File: src/rtl/hazard_pkg.sv
// Shared types and constants for the rv32 pipeline hazard controller.
package hazard_pkg;

  localparam int XLEN   = 32;
  localparam int RNUM_W = 5;

  typedef enum logic [1:0] {
    HZ_RUN  = 2'd0,
    HZ_LU1  = 2'd1,
    HZ_LU2  = 2'd2,
    HZ_MEMW = 2'd3
  } hz_state_t;

endpackage

File: src/rtl/hazard_match.sv
// Register-number comparator: a producer hits a consumer source only when it
// actually writes and the destination is not x0.
module hazard_match #(
  parameter int W = hazard_pkg::RNUM_W
) (
  input  logic [W-1:0] wnum,
  input  logic         wr,
  input  logic [W-1:0] rnum,
  output logic         match
);

  // x0 is hard-wired zero, so writes to it never create a dependency.
  assign match = wr & (wnum != '0) & (wnum == rnum);

endmodule

File: src/rtl/hazard_ctrl.sv
// Hazard controller for the five-stage rv32 core: M->EX forwarding, WB
// hang-on capture for the instruction entering EX, load-use / memory-wait
// sequencing, branch flush, and optional performance counters
// (HAZARD_PERF_EN).
//
// state   | meaning
// HZ_RUN  | normal flow, watching for load-use and branches
// HZ_LU1  | load now in M, dependent still held in ID (second bubble)
// HZ_LU2  | load in WB, dependent proceeds and captures wb_wdata
// HZ_MEMW | pipeline frozen on mem_busy, resumes the saved state
module hazard_ctrl #(
  parameter int XLEN   = hazard_pkg::XLEN,
  parameter int RNUM_W = hazard_pkg::RNUM_W
) (
  input  logic              clk,
  input  logic              rst,
  input  logic [RNUM_W-1:0] id_reg_anum,
  input  logic [RNUM_W-1:0] id_reg_bnum,
  input  logic              id_use_ra,
  input  logic              id_use_rb,
  input  logic [RNUM_W-1:0] ex_reg_anum,
  input  logic [RNUM_W-1:0] ex_reg_bnum,
  input  logic [RNUM_W-1:0] ex_reg_wnum,
  input  logic              ex_reg_wr,
  input  logic              ex_mem_load,
  input  logic [RNUM_W-1:0] m_reg_wnum,
  input  logic              m_reg_wr,
  input  logic              m_mem_load,
  input  logic [XLEN-1:0]   m_aluresult,
  input  logic [RNUM_W-1:0] wb_reg_wnum,
  input  logic              wb_reg_wr,
  input  logic [XLEN-1:0]   wb_wdata,
  input  logic              ex_branch_taken,
  input  logic              mem_busy,
  output logic              stall_pc,
  output logic              stall_if_id,
  output logic              stall_id_ex,
  output logic              stall_ex_m,
  output logic              bubble_id_ex,
  output logic              flush_if_id,
  output logic              ex_overwrite_ra,
  output logic              ex_overwrite_rb,
  output logic [XLEN-1:0]   ex_over_data,
  output logic              id_ex_hangon_ra,
  output logic              id_ex_hangon_rb,
  output logic [XLEN-1:0]   id_ex_over_data,
  output logic [31:0]       perf_stall_cnt,
  output logic [31:0]       perf_flush_cnt
);

  import hazard_pkg::*;

  logic m_ex_ra_hit, m_ex_rb_hit;
  logic wb_id_ra_hit, wb_id_rb_hit;
  logic ex_id_ra_hit, ex_id_rb_hit;
  logic m_id_ra_hit, m_id_rb_hit;

  hazard_match #(.W(RNUM_W)) u_m_ex_ra  (.wnum(m_reg_wnum),  .wr(m_reg_wr),  .rnum(ex_reg_anum), .match(m_ex_ra_hit));
  hazard_match #(.W(RNUM_W)) u_m_ex_rb  (.wnum(m_reg_wnum),  .wr(m_reg_wr),  .rnum(ex_reg_bnum), .match(m_ex_rb_hit));
  hazard_match #(.W(RNUM_W)) u_wb_id_ra (.wnum(wb_reg_wnum), .wr(wb_reg_wr), .rnum(id_reg_anum), .match(wb_id_ra_hit));
  hazard_match #(.W(RNUM_W)) u_wb_id_rb (.wnum(wb_reg_wnum), .wr(wb_reg_wr), .rnum(id_reg_bnum), .match(wb_id_rb_hit));
  hazard_match #(.W(RNUM_W)) u_ex_id_ra (.wnum(ex_reg_wnum), .wr(ex_reg_wr), .rnum(id_reg_anum), .match(ex_id_ra_hit));
  hazard_match #(.W(RNUM_W)) u_ex_id_rb (.wnum(ex_reg_wnum), .wr(ex_reg_wr), .rnum(id_reg_bnum), .match(ex_id_rb_hit));
  hazard_match #(.W(RNUM_W)) u_m_id_ra  (.wnum(m_reg_wnum),  .wr(m_reg_wr),  .rnum(id_reg_anum), .match(m_id_ra_hit));
  hazard_match #(.W(RNUM_W)) u_m_id_rb  (.wnum(m_reg_wnum),  .wr(m_reg_wr),  .rnum(id_reg_bnum), .match(m_id_rb_hit));

  logic lu_ex, lu_m;
  assign lu_ex = ex_mem_load & ((ex_id_ra_hit & id_use_ra) | (ex_id_rb_hit & id_use_rb));
  assign lu_m  = m_mem_load  & ((m_id_ra_hit  & id_use_ra) | (m_id_rb_hit  & id_use_rb));

  hz_state_t state_q, state_d, saved_q, saved_d, run_state;
  logic      st_pc, st_if_id, st_id_ex, st_ex_m, bub, flush;

  // State and pre-freeze state registers.
  always_ff @(posedge clk or negedge rst) begin
    if (!rst) begin
      state_q <= HZ_RUN;
      saved_q <= HZ_RUN;
    end else begin
      state_q <= state_d;
      saved_q <= saved_d;
    end
  end

  // Next state and pipeline controls; a freeze exit resumes the saved state's rules in the same cycle.
  always_comb begin
    state_d   = state_q;
    saved_d   = saved_q;
    st_pc     = 1'b0;
    st_if_id  = 1'b0;
    st_id_ex  = 1'b0;
    st_ex_m   = 1'b0;
    bub       = 1'b0;
    flush     = 1'b0;
    run_state = (state_q == HZ_MEMW) ? saved_q : state_q;
    if (mem_busy) begin
      st_pc    = 1'b1;
      st_if_id = 1'b1;
      st_id_ex = 1'b1;
      st_ex_m  = 1'b1;
      saved_d  = run_state;
      state_d  = HZ_MEMW;
    end else if (ex_branch_taken) begin
      // The dependent of any pending load-use is squashed with the flush.
      flush   = 1'b1;
      bub     = 1'b1;
      state_d = HZ_RUN;
    end else begin
      state_d = HZ_RUN;
      case (run_state)
        HZ_LU1: begin
          st_pc    = 1'b1;
          st_if_id = 1'b1;
          bub      = 1'b1;
          state_d  = HZ_LU2;
        end
        HZ_LU2: state_d = HZ_RUN;
        default: begin
          if (lu_ex || lu_m) begin
            st_pc    = 1'b1;
            st_if_id = 1'b1;
            bub      = 1'b1;
          end
          if (lu_ex) state_d = HZ_LU1;
        end
      endcase
    end
  end

  assign stall_pc     = st_pc & rst;
  assign stall_if_id  = st_if_id & rst;
  assign stall_id_ex  = st_id_ex & rst;
  assign stall_ex_m   = st_ex_m & rst;
  assign bubble_id_ex = bub & rst;
  assign flush_if_id  = flush & rst;

  assign ex_overwrite_ra = rst & m_ex_ra_hit & ~m_mem_load;
  assign ex_overwrite_rb = rst & m_ex_rb_hit & ~m_mem_load;
  assign ex_over_data    = m_aluresult;

  logic            raw_ra, raw_rb, frozen;
  logic [XLEN-1:0] raw_data;
  logic            hold_ra_q, hold_rb_q;
  logic [XLEN-1:0] hold_data_q;

  assign raw_ra   = wb_id_ra_hit & id_use_ra & ~bubble_id_ex;
  assign raw_rb   = wb_id_rb_hit & id_use_rb & ~bubble_id_ex;
  assign raw_data = bubble_id_ex ? '0 : wb_wdata;
  assign frozen   = (state_q == HZ_MEMW);

  // Keep the last hang-on seen before a freeze so EX keeps resampling it.
  always_ff @(posedge clk or negedge rst) begin
    if (!rst) begin
      hold_ra_q   <= 1'b0;
      hold_rb_q   <= 1'b0;
      hold_data_q <= '0;
    end else if (!frozen) begin
      hold_ra_q   <= raw_ra;
      hold_rb_q   <= raw_rb;
      hold_data_q <= raw_data;
    end
  end

  assign id_ex_hangon_ra = rst & (frozen ? hold_ra_q : raw_ra);
  assign id_ex_hangon_rb = rst & (frozen ? hold_rb_q : raw_rb);
  assign id_ex_over_data = frozen ? hold_data_q : raw_data;

`ifdef HAZARD_PERF_EN
  logic [31:0] stall_cnt_q, flush_cnt_q;

  // Free-running wrap-around event counters.
  always_ff @(posedge clk or negedge rst) begin
    if (!rst) begin
      stall_cnt_q <= '0;
      flush_cnt_q <= '0;
    end else begin
      if (stall_pc)    stall_cnt_q <= stall_cnt_q + 32'd1;
      if (flush_if_id) flush_cnt_q <= flush_cnt_q + 32'd1;
    end
  end

  assign perf_stall_cnt = stall_cnt_q;
  assign perf_flush_cnt = flush_cnt_q;
`else
  assign perf_stall_cnt = '0;
  assign perf_flush_cnt = '0;
`endif

endmodule

File: config.mk
export PLATFORM = sky130hd
export DESIGN_NAME = hazard_ctrl
export DESIGN_NICKNAME = d
export VERILOG_FILES = /design/src/rtl/hazard_pkg.sv /design/src/rtl/hazard_match.sv /design/src/rtl/hazard_ctrl.sv
export SDC_FILE = /design/constraint.sdc
export NUM_CORES = 1
export LEC_CHECK = 0
export BUFFER_PORTS_ARGS = -buffer_cell sky130_fd_sc_hd__buf_2
export CORE_UTILIZATION = 30
export CTS_CLUSTER_DIAMETER = 100
export CTS_CLUSTER_SIZE = 28
export DETAILED_ROUTE_END_ITERATION = 12
export PLACE_DENSITY = 0.71
export SETUP_SLACK_MARGIN = 0.3
export SLEW_MARGIN = 40
export SYNTH_ARGS = -nofsm -noshare
export SYNTH_HDL_FRONTEND = slang
export SYNTH_HIERARCHICAL = 1
export SYNTH_SLANG_ARGS = --single-unit
File: constraint.sdc
create_clock -name clk -period 2.5 [get_ports clk]
set_input_delay 0.5 -clock clk [delete_from_list [all_inputs] [get_ports clk]]
set_output_delay 0.5 -clock clk [all_outputs]
set_load 0.02 [all_outputs]
==> run metrics <==
dpl hpwl=6430 µm; CTS clk-pin slew, worst paths=0.08 ns; max_cap viols=0; Synth Area in Compound Gates=0.0558; ys flop type=dfrtp_1; pwr dens=449 nW/µm²; initial antenna violation count=0; Simple-Gate Fraction of Synth Area=0.298; Most common cell on crit path=buf_12; pin count of the biggest net entering global routing=46; layout cells sized above 1=0.497; Required @ worst endpoint=2.00 ns; mux contribution to synthesized area=0; EDFF count, synth=0; adder-cell share of the synthesized area=0.00781; leakage=0.00231 µW; PnR worst setup slack=-0.475 ns; clk sinks=38; critical path data arrival time=2.47 ns; Slowest-stage cell, CP=a221oi_4; placed cell count=636; clock root cell=clkbuf_8; number of port buffers=119; switch share=0.361; leading area contributor after synthesis=dfrtp_1; reg-to-reg setup timing slack=0.34 ns; FMAX=336 MHz; area added between synthesis and finish=50.9%; DR DRC count=0; Nets=634; status=complete, but fails checks; die area=11100 µm²; met1 GRT Util=0.164; Synth area leaders=dfrtp_1 30%, buf_4 23%, nor3_2 8.7%; Max FO, Critical Path=8; Netlist cell types=32; WL/cell=13.3 µm; crit path capture type=primary output; sequential area share after synthesis=0.297; Synth Area per Inst=8.83 µm²; ANT nets after route=0; Clock power frac=0.202; max incr delay on CP=0.37 ns; commonest non-fill, non-tap cell in the layout=buf_2; Clock Skew=0.00400 ns; Critical Path, Cell by Cell=buf_12 > nor4_4 > o21ai_1 > and4_1 > a22o_1 > a221oi_4 > nor3_4 > buf_12 > buf_12 > nor3_4 > buf_6; pins over their slew limit=0; Post-Syn Area=3200 µm²; grt ovf=0; Final min period=2.97 ns; most used routing layer=met2; Async SR Flop Fraction=1.00; worst skew pair latency=0.28 ns; via/cell ratio=4.37; Final Non-Filler Cells=659; DRT iter0 DRCs=113; gr usage total=0.156; Site Rows=37; Combinational Power Share=0.473; Top-Level Pins=248; GR Layer Usage met3=0.0229; global routing met2 resource utilization=0.309; top cell type's share of synthesized area=0.297; H-tree levels=2; P_sw=783 µW; Antenna diodes=0; vias in the first global route=2944; actual slew at the worst max-slew pin=0.561 ns; die height=105 µm; endpoints failing setup=37; first-pass GRT wire length=13900 µm; post-route clock period utilization=1.19; RSZ-0062 raised after global routing=true; Internal=1390 µW; Syn Inst Count=363; multi-input logic area=2000 µm²; Die X=105 µm; clock tree buffer depth=2; Synth warnings=6; fillcell total=965; final hold violations=0; sequential cell area=951 µm²; First-pass DRT Iterations=4; Initial Util=0.310; worst setup path category=in -> out; violated checks=negative setup slack; maximum VDD drop=0.226 mV; Seq pwr share=0.325; Slew headroom=0.626; CTS buffer count=5; GP Congestion=0.841; hold buffer count at cts=0; via count=2880; dpl ws=-0.522 ns; CTS tree=done; #FFs+latches synth=38; CORE AREA=10300 µm²; Startpoint Class=input pin; Hold Crit Class=in -> async; post-synthesis xor/xnor area fraction=0.0875; final WL=8760 µm; most frequent cells in the layout=71 x buf_2, 67 x buf_4, 65 x nor2_1; largest family of logic cells by synthesized area=simple AND/OR/NAND/NOR gates
-- what timing repair did --
| action | in CTS | in global routing |
|---|---|---|
| gates resized for setup | 101 | 27 |
| setup endpoints to repair | 57 | 71 |
| gates cloned | 1 | 0 |
| setup buffers | 9 | 5 |
| pin swaps | 12 | 11 |
-- cell families (layout without fill, tap and decap cells) --
family / after synthesis / count (layout)
other cells: 1 / 64
compound gates: 24 / 24
xor+xnor: 32 / 32
fa+ha+maj: 2 / 2
flops: 38 / 38
buf+inv: 112 / 209
simple gates: 154 / 154
-- stage by stage --
stage	total power, µW	utilization	hold WS [ns]	instance area, µm²	setup TNS, ns
after floorplan	1360	-	0.204	3670	-2.73
after global placement	1530	0.401	0.461	4140	-16.43
after detailed placement	1550	0.401	0.483	4140	-19.29
after CTS	2160	0.453	0.394	4680	-14.61
after global routing	2290	0.468	0.425	4840	-20.70
final	2170	0.468	0.387	4840	-16.15
-- area by class of cell --
class	instances	share of cell area
sequential	38	0.197
timing repair buffer	197	0.332
clock buffer	6	0.0171
inverter	4	0.00310
clock inverter	2	0.00259
tap	136	0.0352
multi-input combinational	276	0.414
-- sequential cells by signal, summed over array words and instances, names as in the netlist --
signal and count:
hold_data_q 32, hold_ra_q 1, hold_rb_q 1, saved_q 2, state_q 2
-- synthesized netlist by cell type (3+ instances only) --
master     n
xor2_1    24
nor2_1    66
nand2_1   17
buf_4     98
nor3_1    10
or2_0      8
dfrtp_1   38
and4_1     8
nor3_4     3
buf_6      3
inv_1      4
clkbuf_1   6
o21ai_0    5
o21ai_1    8
xnor2_1    8
nor4_2     8
nor3_2    28
-- path summary, 6_finish.rpt --
| check | start | depth (start not counted) | endpoint |
|---|---|---|---|
| min reg2reg | hold_rb_q | 2 | hold_rb_q |
| min in group clk | hold_rb_q | 2 | hold_rb_q |
| max | ex_reg_wnum[0] | 11 | id_ex_over_data[20] |
| max in group asynchronous | rst | 2 | saved_q[0] |
| min | rst | 2 | hold_data_q[2] |
| max reg2reg | state_q[0] | 11 | hold_data_q[6] |
-- layer usage --
metal	up-vias	share of wire
li1	1348	-
met1	1375	0.36
met2	125	0.57
met3	32	0.044
met4	0	0.030
met5	-	0
-- worst max-delay path: cells and delay by family --
family / cells / cell delay (ns)
buffers and inverters: 4 / 0.57
AOI/OAI and AO/OA: 3 / 0.70
and+or+nand+nor: 4 / 0.69
-- power by group through the flow --
stage	Clock, µW	Sequential, µW	Combinational (µW)
final	439	706	1030
after global routing	488	712	1090
after CTS	462	704	992
after detailed placement	0	716	835
after global placement	0	713	818
after floorplan	0	711	644
(Power assumes the default switching activity.)
